File: src/rtl/fence_sequencer_if.sv
// fence_sequencer_if: handshake bundle between the execute stage / cache control and the
// FENCE.I sequencer.
//   ifence        execute-stage FENCE.I decode, level
//   dflush_done   dcache flush complete, 1-cycle pulse
//   iflush_done   icache flush complete, 1-cycle pulse
//   dcache_flush  dcache flush request, 1-cycle pulse
//   icache_flush  icache flush request, 1-cycle pulse
//   fence_stall   stall to the hazard unit
//   fence_done    sequence complete, 1-cycle pulse
//   timeout_err   sticky watchdog expiry flag
// Modports: master = pipeline/cache side, slave = sequencer.
`timescale 1ns/1ps

interface fence_sequencer_if;
  logic ifence;
  logic dflush_done;
  logic iflush_done;
  logic dcache_flush;
  logic icache_flush;
  logic fence_stall;
  logic fence_done;
  logic timeout_err;

  modport master (
    output ifence,
    output dflush_done,
    output iflush_done,
    input  dcache_flush,
    input  icache_flush,
    input  fence_stall,
    input  fence_done,
    input  timeout_err
  );

  modport slave (
    input  ifence,
    input  dflush_done,
    input  iflush_done,
    output dcache_flush,
    output icache_flush,
    output fence_stall,
    output fence_done,
    output timeout_err
  );
endinterface

File: src/rtl/fence_sequencer.sv
// fence_sequencer: orders FENCE.I cache maintenance. A dcache flush is requested and completed
// strictly before the icache flush; the pipeline is stalled until both finish and fence_done
// pulses once per fence instruction. An optional per-phase watchdog forces a stuck phase to
// complete and records the event in a sticky timeout_err.
// Ports:
//   CLK   clock
//   nRST  synchronous active-low reset
//   fif   fence_sequencer_if.slave (ifence, *_done inputs; flush requests, stall, done, error)
// Parameters:
//   DCACHE_PRESENT  0 skips the dcache phase
//   ICACHE_PRESENT  0 skips the icache phase
//   TIMEOUT_CYCLES  watchdog limit per wait phase (1..65535), 0 disables it
`timescale 1ns/1ps

module fence_sequencer #(
  parameter bit          DCACHE_PRESENT = 1'b1,
  parameter bit          ICACHE_PRESENT = 1'b1,
  parameter int unsigned TIMEOUT_CYCLES = 0
) (
  input logic              CLK,
  input logic              nRST,
  fence_sequencer_if.slave fif
);

  typedef enum logic [2:0] {
    StIdle,
    StDReq,
    StDWait,
    StIReq,
    StIWait,
    StDone,
    StHold
  } state_e;

  localparam bit          WdogEn    = (TIMEOUT_CYCLES != 0);
  localparam logic [15:0] WdogLimit = 16'(TIMEOUT_CYCLES - 1);

  // Phase entered from IDLE, and phase following the dcache phase, with absent caches skipped.
  localparam state_e FirstState = DCACHE_PRESENT ? StDReq :
                                  (ICACHE_PRESENT ? StIReq : StDone);
  localparam state_e AfterD     = ICACHE_PRESENT ? StIReq : StDone;

  state_e      state_q, state_d;
  logic [15:0] wdog_q, wdog_d;
  logic        timeout_q, timeout_d;
  logic        dflush_q, iflush_q, done_q;
  logic        wdog_expire;

  always_comb begin
    state_d     = state_q;
    wdog_d      = wdog_q;
    timeout_d   = timeout_q;
    wdog_expire = WdogEn && (wdog_q == WdogLimit);

    unique case (state_q)
      StIdle: begin
        if (fif.ifence) state_d = FirstState;
      end
      StDReq, StDWait: begin
        // A real done wins over a coincident expiry, so no error is flagged then.
        if (fif.dflush_done) begin
          state_d = AfterD;
        end else if (wdog_expire) begin
          state_d   = AfterD;
          timeout_d = 1'b1;
        end else begin
          state_d = StDWait;
          wdog_d  = wdog_q + 16'd1;
        end
      end
      StIReq, StIWait: begin
        if (fif.iflush_done) begin
          state_d = StDone;
        end else if (wdog_expire) begin
          state_d   = StDone;
          timeout_d = 1'b1;
        end else begin
          state_d = StIWait;
          wdog_d  = wdog_q + 16'd1;
        end
      end
      StDone: begin
        // Still-held ifence means the same instruction; park in HOLD so it cannot retrigger.
        state_d = fif.ifence ? StHold : StIdle;
      end
      StHold: begin
        if (!fif.ifence) state_d = StIdle;
      end
      default: begin
        state_d = StIdle;
      end
    endcase

    // REQ states last exactly one cycle, so being the next state means a fresh phase entry.
    if (state_d == StDReq || state_d == StIReq) wdog_d = '0;
  end

  // State plus Moore outputs registered from the next state, so they line up with state_q.
  always_ff @(posedge CLK) begin
    if (!nRST) begin
      state_q   <= StIdle;
      wdog_q    <= '0;
      timeout_q <= 1'b0;
      dflush_q  <= 1'b0;
      iflush_q  <= 1'b0;
      done_q    <= 1'b0;
    end else begin
      state_q   <= state_d;
      wdog_q    <= wdog_d;
      timeout_q <= timeout_d;
      dflush_q  <= (state_d == StDReq);
      iflush_q  <= (state_d == StIReq);
      done_q    <= (state_d == StDone);
    end
  end

  assign fif.dcache_flush = dflush_q;
  assign fif.icache_flush = iflush_q;
  assign fif.fence_done   = done_q;
  assign fif.timeout_err  = timeout_q;
  // Combinational so the IDLE cycle that first sees ifence is already stalled.
  assign fif.fence_stall  = fif.ifence && !(state_q inside {StDone, StHold});

endmodule

File: src/flat_wrapper.sv
// flat-port wrapper written by rule: the top's interface ports become plain ports
module fence_sequencer_flat 
#(
  parameter bit          DCACHE_PRESENT = 1'b1,
  parameter bit          ICACHE_PRESENT = 1'b1,
  parameter int unsigned TIMEOUT_CYCLES = 0
)
  (CLK, nRST, fif_ifence, fif_dflush_done, fif_iflush_done, fif_dcache_flush, fif_icache_flush, fif_fence_stall, fif_fence_done, fif_timeout_err);
  fence_sequencer_if fif_i ();
  input logic CLK;
  input logic nRST;
  input wire logic [$bits(fif_i.ifence)-1:0] fif_ifence;
  input wire logic [$bits(fif_i.dflush_done)-1:0] fif_dflush_done;
  input wire logic [$bits(fif_i.iflush_done)-1:0] fif_iflush_done;
  output wire logic [$bits(fif_i.dcache_flush)-1:0] fif_dcache_flush;
  output wire logic [$bits(fif_i.icache_flush)-1:0] fif_icache_flush;
  output wire logic [$bits(fif_i.fence_stall)-1:0] fif_fence_stall;
  output wire logic [$bits(fif_i.fence_done)-1:0] fif_fence_done;
  output wire logic [$bits(fif_i.timeout_err)-1:0] fif_timeout_err;
  assign fif_i.ifence = fif_ifence;
  assign fif_i.dflush_done = fif_dflush_done;
  assign fif_i.iflush_done = fif_iflush_done;
  assign fif_dcache_flush = fif_i.dcache_flush;
  assign fif_icache_flush = fif_i.icache_flush;
  assign fif_fence_stall = fif_i.fence_stall;
  assign fif_fence_done = fif_i.fence_done;
  assign fif_timeout_err = fif_i.timeout_err;
  fence_sequencer #(.DCACHE_PRESENT(DCACHE_PRESENT), .ICACHE_PRESENT(ICACHE_PRESENT), .TIMEOUT_CYCLES(TIMEOUT_CYCLES)) u_core (.CLK(CLK), .nRST(nRST), .fif(fif_i));
endmodule
File: config.mk
export PLATFORM = sky130hd
export DESIGN_NAME = fence_sequencer_flat
export DESIGN_NICKNAME = d
export VERILOG_FILES = /design/src/rtl/fence_sequencer_if.sv /design/src/rtl/fence_sequencer.sv /design/src/flat_wrapper.sv
export SDC_FILE = /design/constraint.sdc
export NUM_CORES = 1
export LEC_CHECK = 0
export CORE_AREA = 3 3 40 42
export DETAILED_ROUTE_END_ITERATION = 12
export DIE_AREA = 0 0 43 45
export HOLD_SLACK_MARGIN = 0.12
export PLACE_DENSITY = 0.48
export SLEW_MARGIN = 25
export SYNTH_ARGS = -nofsm -noshare
export SYNTH_HDL_FRONTEND = slang
export SYNTH_SLANG_ARGS = --single-unit
File: constraint.sdc
create_clock -name CLK -period 1.6 [get_ports CLK]
set_clock_uncertainty 0.1 [all_clocks]
set_input_delay 0.24 -clock CLK [delete_from_list [all_inputs] [get_ports CLK]]
set_output_delay 0.24 -clock CLK [all_outputs]
set_load 0.01 [all_outputs]
==> impl_metrics.ini, run 1 <==
[status]
status = completed

[global_routing]
grt_pass1_wl_um = 1080
antenna_found_initial = 0
grt_max_degree = 10
grt_use_total_pct = 8.01
grt_pass1_vias = 265
grt.overflow.total = 0

[clock_tree]
tritoncts = done
cts.reportedPaths.clkPinSlew_ns = 0.05
hold_buffers = 0
clk_latency_ns = 0.24
post_cts.repair.setup_buffers = 0
cts_made_buffers = 3
cts-root-buf = clkbuf_4
cts.sink_count = 6
htree_levels = 1
cts_resized = 1
clk_path_buf_depth = 2

[place]
gp_congestion = 0.750
dp_hpwl_um = 488
port-buffer-count = 8
dp_slack_ns = -0.174
post-place-cells = 57

[power_and_ir_drop]
power_frac_clock_pct = 29.5
switching_share_pct = 28.9
combPwrFrac_pct = 31.5
power.switching_w = 0.000137
vdd_ir_drop_max_v = 0.000484
p_int_w = 0.000335
p_leak_nw = 0.176
p_seq_share_pct = 39.0
power_density_nw_per_um2 = 1100

[critical_path]
start_kind = flip-flop
max_stage_delay_ns = 0.32
cp_max_fo = 3
cp.depth = 3
crit_family = flip-flops
cp-end-kind = output port
critPathSlowestCell = dfxtp_1
path_buf_inv = 1
r2r_cells = 5
crit_arrival_ns = 1.17
critPathKind = reg -> out
cp.required_ns = 1.26
crit_chain = xor2_2, a21oi_1, dlygate4sd2_1

[sta]
whs_ns = 0.496
drv_slew = 0
hold_viol = 0
setup_violations = 0
max_freq_mhz = 662
fin_ws_ns = 0.0891
period_minus_slack_ns = 1.51
timing.final.crit_share_pct = 94.4
rsz0062_at_grt = no

[layout]
antennaDiodeCount = 0
finalNonFillerCells = 60
drive_above_1_share_pct = 20.0
fin_nets = 52
area_growth_pct = 44.3
final_cell_mix = clkdlybuf4s50_1, dfxtp_1, buf_4
final_common_cell = clkdlybuf4s50_1

[yosys]
ys_seq_elements = 6
synth_cell_types = 21
seq_area_frac_synth_pct = 40.5
synth-compound-area-share_pct = 13.5
synth_top_family_by_area = simple AND/OR/NAND/NOR gates
synth_fa_ha_area_share_pct = 0
synth_xor_area_share_pct = 2.95
synth.area.mux_share_pct = 6.75
synth-main-ff-cell = dfxtp_1
yosys.area_share.simple_pct = 24.9
async_flop_share_pct = 0
syn_inst = 33
syn-num-nets = 38
avgSynthCellArea_um2 = 8.99
synth_area_um2 = 297
synth-edff-count = 0
synth_warnings = 0

[route]
ant_nets = 0
vias_per_cell = 4.37
routedWlPerCell_um = 10.5
postRouteWirelength_um = 630
drtIter0Drc = 3
drc = 0
vias = 262
dr.pass1.iters = 4

[die]
ios = 10
coreArea_um2 = 1280
die_w_um = 43
rows = 13
chipHeight_um = 45
die_area_um2 = 1940
start_util_pct = 23.1

[min_path]
hp-class = in -> reg
min_path_cells = 3

[flow_run]
cap_viol_max_count = 0
-- stage by stage --
step                util [%]  power (W)  TNS, ns  instance area, um2
floorplan                  -   0.000274        0                 297
global placement        31.1   0.000325   -0.185                 399
detailed placement      31.1   0.000330   -0.174                 399
CTS                     32.7   0.000474        0                 420
global route            33.3   0.000512        0                 428
finish                  33.3   0.000472        0                 428
-- routing by layer --
| layer | share of wire [%] | vias up | wire length (um) | GRT usage, % |
|---|---|---|---|---|
| met5 | 0 | - | 0 | 0 |
| met4 | 1.7 | 0 | 11 | 3.61 |
| met3 | 6.5 | 2 | 41 | 5.98 |
| met1 | 45 | 117 | 282 | 8.98 |
| li1 | - | 135 | - | - |
| met2 | 47 | 8 | 294 | 11.4 |
-- cells by family after synthesis --
kind of cell,Yosys count
flip-flops,6
AND/OR/NAND/NOR,12
other,1
buffers and inverters,4
XOR/XNOR,1
AO/OA/AOI/OAI,7
multiplexers,2
-- path summary, 6_finish.rpt --
check                    start               endpoint  slack, ns
max          u_core.state_q[1]        fif_fence_stall       0.09
min            fif_iflush_done  u_core.fif.fence_done       0.50
max reg2reg  u_core.state_q[0]      u_core.state_q[0]       0.28
min reg2reg  u_core.state_q[2]  u_core.fif.fence_done       0.50
-- synth_stat cells, types with 2 or more instances --
cell / instances / area (um2)
buf_4: 2 / 15.0
mux2i_1: 2 / 20.0
nor2_1: 2 / 7.51
dfxtp_1: 6 / 120
a21oi_1: 3 / 15.0
nand2_1: 3 / 11.3
-- state kept, by name, summed over array words and instances (netlist names) --
signal / cells
u_core.state_q: 3
u_core.fif.dcache_flush: 1
u_core.fif.fence_done: 1
u_core.fif.icache_flush: 1
-- layout make-up --
| cell class | instances | area (um2) |
|---|---|---|
| Timing Repair Buffer | 12 | 109 |
| Fill cell | 136 | 857 |
| Sequential cell | 6 | 120 |
| Inverter | 1 | 3.75 |
| Clock buffer | 3 | 22.5 |
| Tap cell | 15 | 18.8 |
| Multi-Input combinational cell | 23 | 154 |
-- tightest hold or removal path, stage by stage --
cell	delay, ns
clkdlybuf4s50_1	0.45
nand2_1	0.07
a21oi_1	0.04
-- power groups by stage --
stage                     clock [W]  sequential [W]  combinational, W
after detailed placement          0        0.000183          0.000147
final                      0.000139        0.000184          0.000149
after global routing       0.000160        0.000188          0.000165
after CTS                  0.000147        0.000180          0.000147
after global placement            0        0.000182          0.000144
after floorplan                   0        0.000188         0.0000850
No activity file was read; power rests on OpenSTA's default activity.
==> run 2, diff against run 1 <==
--- a/config.mk
+++ b/config.mk
@@ -9,4 +9,5 @@
 export DETAILED_ROUTE_END_ITERATION = 12
 export DIE_AREA = 0 0 43 45
+export GPL_TIMING_DRIVEN = 0
 export HOLD_SLACK_MARGIN = 0.12
 export PLACE_DENSITY = 0.48
==> constraint.sdc (replaced) <==
create_clock -name CLK -period 1.6 [get_ports CLK]
set_clock_uncertainty 0.1 [all_clocks]
set_input_delay 0.4 -clock CLK [delete_from_list [all_inputs] [get_ports CLK]]
set_output_delay 0.4 -clock CLK [all_outputs]
set_load 0.01 [all_outputs]
==> run 2 against run 1 <==
  * Global-route usage is 1.6 points lower
  * Worst hold slack worse by 0.025 ns
  * Critical path depth is 2 lower
  * Sequential cell count stayed put
  * Clock-buffer cell count stayed put
  * Power is 3.5% lower
  * Setup slack worse by 0.053 ns
  * Routed wire length is 9.5% lower
  * Highest routed layer unchanged
==> impl_metrics.ini, run 2 (synthesized netlist as in run 1, its figures left out) <==
[global_routing]
grt_pass1_vias = 239
grt_use_total_pct = 6.43
grt_max_degree = 11
antenna_found_initial = 0
grt_pass1_wl_um = 890
grt.overflow.total = 0

[power_and_ir_drop]
combPwrFrac_pct = 25.5
p_seq_share_pct = 44.1
power_frac_clock_pct = 30.4
p_leak_nw = 0.182
p_int_w = 0.000325
design_power_total_w = 0.000456
switching_share_pct = 28.6
vdd_ir_drop_max_v = 0.000327
power.switching_w = 0.000130
power_density_nw_per_um2 = 1090

[die]
ios = 10
coreArea_um2 = 1280
die_area_um2 = 1940
chipHeight_um = 45
die_w_um = 43
start_util_pct = 23.1
rows = 13

[route]
drtIter0Drc = 2
routedWlPerCell_um = 9.83
vias_per_cell = 4.28
drc = 0
vias = 248
dr.pass1.iters = 4
postRouteWirelength_um = 570
ant_nets = 0

[sta]
fin_tns_setup_ns = 0
drv_slew = 0
timing.final.crit_share_pct = 97.7
period_minus_slack_ns = 1.56
setup_violations = 0
hold_viol = 0
max_freq_mhz = 640

[place]
port-buffer-count = 8
gp_congestion = 0.734

[flow_run]
cap_viol_max_count = 0

[layout]
ff_latch_area_um2 = 125
fillers = 137
drive_above_1_share_pct = 25.6
multiInputGateArea_um2 = 154
area_growth_pct = 41.4
final_cell_mix = clkdlybuf4s50_1, dfxtp_1, a21oi_1, nand2_1, clkbuf_4
regMostFlops = u_core.state_q
fin_nets = 50
final_common_cell = clkdlybuf4s50_1
antennaDiodeCount = 0
largest_reg_flops = 3

[clock_tree]
cts-root-buf = clkbuf_4
cts.reportedPaths.clkPinSlew_ns = 0.05
cts.sink_count = 6
clk_path_buf_depth = 2
clk_latency_ns = 0.24
cts_made_buffers = 3
tritoncts = done
htree_levels = 1

[critical_path]
crit_chain = clkdlybuf4s50_1
crit_family = buffers and inverters
cp.required_ns = 1.10
cp_max_fo = 1
critPathSlowestCell = clkdlybuf4s50_1
cp-end-kind = output port
critPathKind = reg -> out
path_buf_inv = 1
start_kind = flip-flop
crit_arrival_ns = 1.06
max_stage_delay_ns = 0.52

[min_path]
hp-class = reg -> reg

[status]
status = completed
==> run 2: layout make-up <==
cell class	count	share of cell area, %
sequential	6	29.9
buffer	2	4.48
timing repair buffer	8	18.2
inverter	1	0.896
multi-input combinational	23	36.7
tap	15	4.48
clock buffer	3	5.37
==> run 2: metal layers <==
metal  vias up  wire length (um)  GRT usage [%]
li1        129                 -              -
met1       111               250           6.55
met2         6               273           10.5
met3         2                41           2.39
met4         0                 5           5.42
met5         -                 0              0
==> run 2: final timing paths <==
check / cells after the start / start / slack, ns / endpoint
max: 1 / u_core.fif.icache_flush / 0.04 / fif_icache_flush
min: 3 / u_core.state_q[2] / 0.47 / u_core.fif.fence_done
max reg2reg: 4 / u_core.state_q[2] / 0.46 / u_core.fif.icache_flush
min reg2reg: 3 / u_core.state_q[2] / 0.47 / u_core.fif.fence_done
==> run 2: power by group through the flow <==
stage	logic (W)	clock network, W	registers (W)
after CTS	0.000116	0.000143	0.000200
final	0.000116	0.000138	0.000201
after detailed placement	0.000131	0	0.000186
after floorplan	0.0000850	0	0.000188
after global placement	0.000130	0	0.000186
after global routing	0.000132	0.000150	0.000204
==> run 2: repair_timing <==
action | CTS | global route
gates resized for setup | 9 | 2
setup buffers | 0 | 0
hold buffers | 0 | 0
setup endpoints to repair | 1 | 2
pin swaps | 1 | 0
==> run 2: stage by stage <==
| step | hold WS (ns) | cell area [um2] | utilization, % | std cells | setup slack [ns] |
|---|---|---|---|---|---|
| floorplan | 0.416 | 297 | - | 33 | 0.286 |
| global placement | 0.469 | 395 | 30.8 | 56 | -0.517 |
| detailed placement | 0.467 | 395 | 30.8 | 56 | -0.515 |
| CTS | 0.474 | 414 | 32.2 | 58 | 0.0222 |
| global route | 0.494 | 419 | 32.6 | 58 | -0.00319 |
| finish | 0.471 | 419 | 32.6 | 58 | 0.0363 |
==> run 3, diff against run 2 <==
Settings changed: HOLD_SLACK_MARGIN 0.12 to 0.06, RECOVER_POWER set to 50.
==> run 3 against run 2 <==
  * Setup slack about the same
  * Sequential power about the same
  * Register-to-register slack about the same
  * Cell area unchanged
  * Utilization unchanged
  * Clock-buffer cell count unchanged
  * Sequential cell count unchanged
  * Maximum frequency unchanged
  * Power decreased by 0.21%
  * Clock power about the same
  * Worst hold slack unchanged
  * Critical path depth unchanged
  * Highest routed layer unchanged
==> impl_metrics.ini, run 3 (synthesized netlist as in run 1, its figures left out) <==
[status]
status = completed

[die]
rows = 13
coreArea_um2 = 1280
die_w_um = 43
chipHeight_um = 45
start_util_pct = 23.1
ios = 10
die_area_um2 = 1940

[critical_path]
crit_chain = clkdlybuf4s50_1
crit_arrival_ns = 1.06
start_kind = flip-flop
crit_family = buffers and inverters
critPathKind = reg -> out
max_stage_delay_ns = 0.52
cp.required_ns = 1.10
path_buf_inv = 1
cp_max_fo = 1
critPathSlowestCell = clkdlybuf4s50_1
cp-end-kind = output port

[min_path]
hp-class = reg -> reg

[clock_tree]
tritoncts = done
hold_buffers = 0
clk_latency_ns = 0.24
cts.sink_count = 6
cts-root-buf = clkbuf_4
cts.reportedPaths.clkPinSlew_ns = 0.05
clk_path_buf_depth = 2
htree_levels = 1
post_cts.repair.setup_buffers = 0
cts_made_buffers = 3

[layout]
area_growth_pct = 41.4
regMostFlops = u_core.state_q
drive_above_1_share_pct = 25.6
final_cell_mix = clkdlybuf4s50_1, dfxtp_1, a21oi_1, nand2_1, clkbuf_4
fin_area_um2 = 419
finalNonFillerCells = 58
antennaDiodeCount = 0
largest_reg_flops = 3
fin_nets = 50

[power_and_ir_drop]
vdd_ir_drop_max_v = 0.000327
switching_share_pct = 28.6
power_density_nw_per_um2 = 1090
p_int_w = 0.000325
combPwrFrac_pct = 25.4
power.switching_w = 0.000130
p_seq_share_pct = 44.2
power_frac_clock_pct = 30.4
p_leak_nw = 0.182
design_power_total_w = 0.000455

[route]
m1WireLength_um = 249
dr.pass1.iters = 4
routedWlPerCell_um = 9.83
dr_wl_met3_um = 41
drc = 0
drtIter0Drc = 2
wl_met2_um = 273
top_layer = met4
vias_per_cell = 4.28
vias = 248
postRouteWirelength_um = 570
ant_nets = 0

[sta]
max_freq_mhz = 640
hold_viol = 0
setup_violations = 0
timing.final.crit_share_pct = 97.7
period_minus_slack_ns = 1.56
drv_slew = 0
fin_tns_setup_ns = 0

[place]
gp_congestion = 0.734
port-buffer-count = 8
post-place-cells = 56
placedInstanceArea_um2 = 395

[global_routing]
grt_max_degree = 11
grt_pass1_wl_um = 890
grt_use_total_pct = 6.43
grt.overflow.total = 0
antenna_found_initial = 0
grt_pass1_vias = 239

[flow_run]
cap_viol_max_count = 0
run 3: cell type report:
type / count / area, um2
inverter: 1 / 3.75
timing repair buffer: 8 / 76.3
buffer: 2 / 18.8
multi-input combinational: 23 / 154
clock buffer: 3 / 22.5
fill: 137 / 866
tap: 15 / 18.8
sequential: 6 / 125
run 3: per-layer routing:
metal / GRT usage (%) / vias up
li1: - / 129
met1: 6.55 / 111
met2: 10.5 / 6
met3: 2.39 / 2
met4: 5.42 / 0
met5: 0 / -
run 3: path summary, 6_finish.rpt:
check	end	slack (ns)	depth (start not counted)	start
setup / recovery	fif_icache_flush	0.04	1	u_core.fif.icache_flush
hold reg to reg	u_core.fif.fence_done	0.47	3	u_core.state_q[2]
setup reg to reg	u_core.fif.icache_flush	0.46	4	u_core.state_q[2]
hold / removal	u_core.fif.fence_done	0.47	3	u_core.state_q[2]
run 3: power by group through the flow:
stage	sequential (W)	clock (W)	combinational [W]
2_1_floorplan	0.000188	0	0.0000850
3_3_place_gp	0.000186	0	0.000130
3_5_place_dp	0.000186	0	0.000131
4_1_cts	0.000200	0.000143	0.000116
5_1_grt	0.000204	0.000150	0.000131
6_report	0.000201	0.000138	0.000116
run 3: through the flow:
step | utilization, % | setup slack [ns] | hold WS (ns)
after detailed placement | 30.8 | -0.515 | 0.467
after global routing | 32.6 | -0.00319 | 0.494
final | 32.6 | 0.0363 | 0.471
after floorplan | - | 0.286 | 0.416
after CTS | 32.2 | 0.0222 | 0.474
after global placement | 30.8 | -0.517 | 0.469
run 3: timing repair:
item | in CTS | in global routing
pin swaps | 1 | 0
resized for setup | 9 | 2
cloned | 0 | 0
endpoints found under the setup margin | 1 | 2
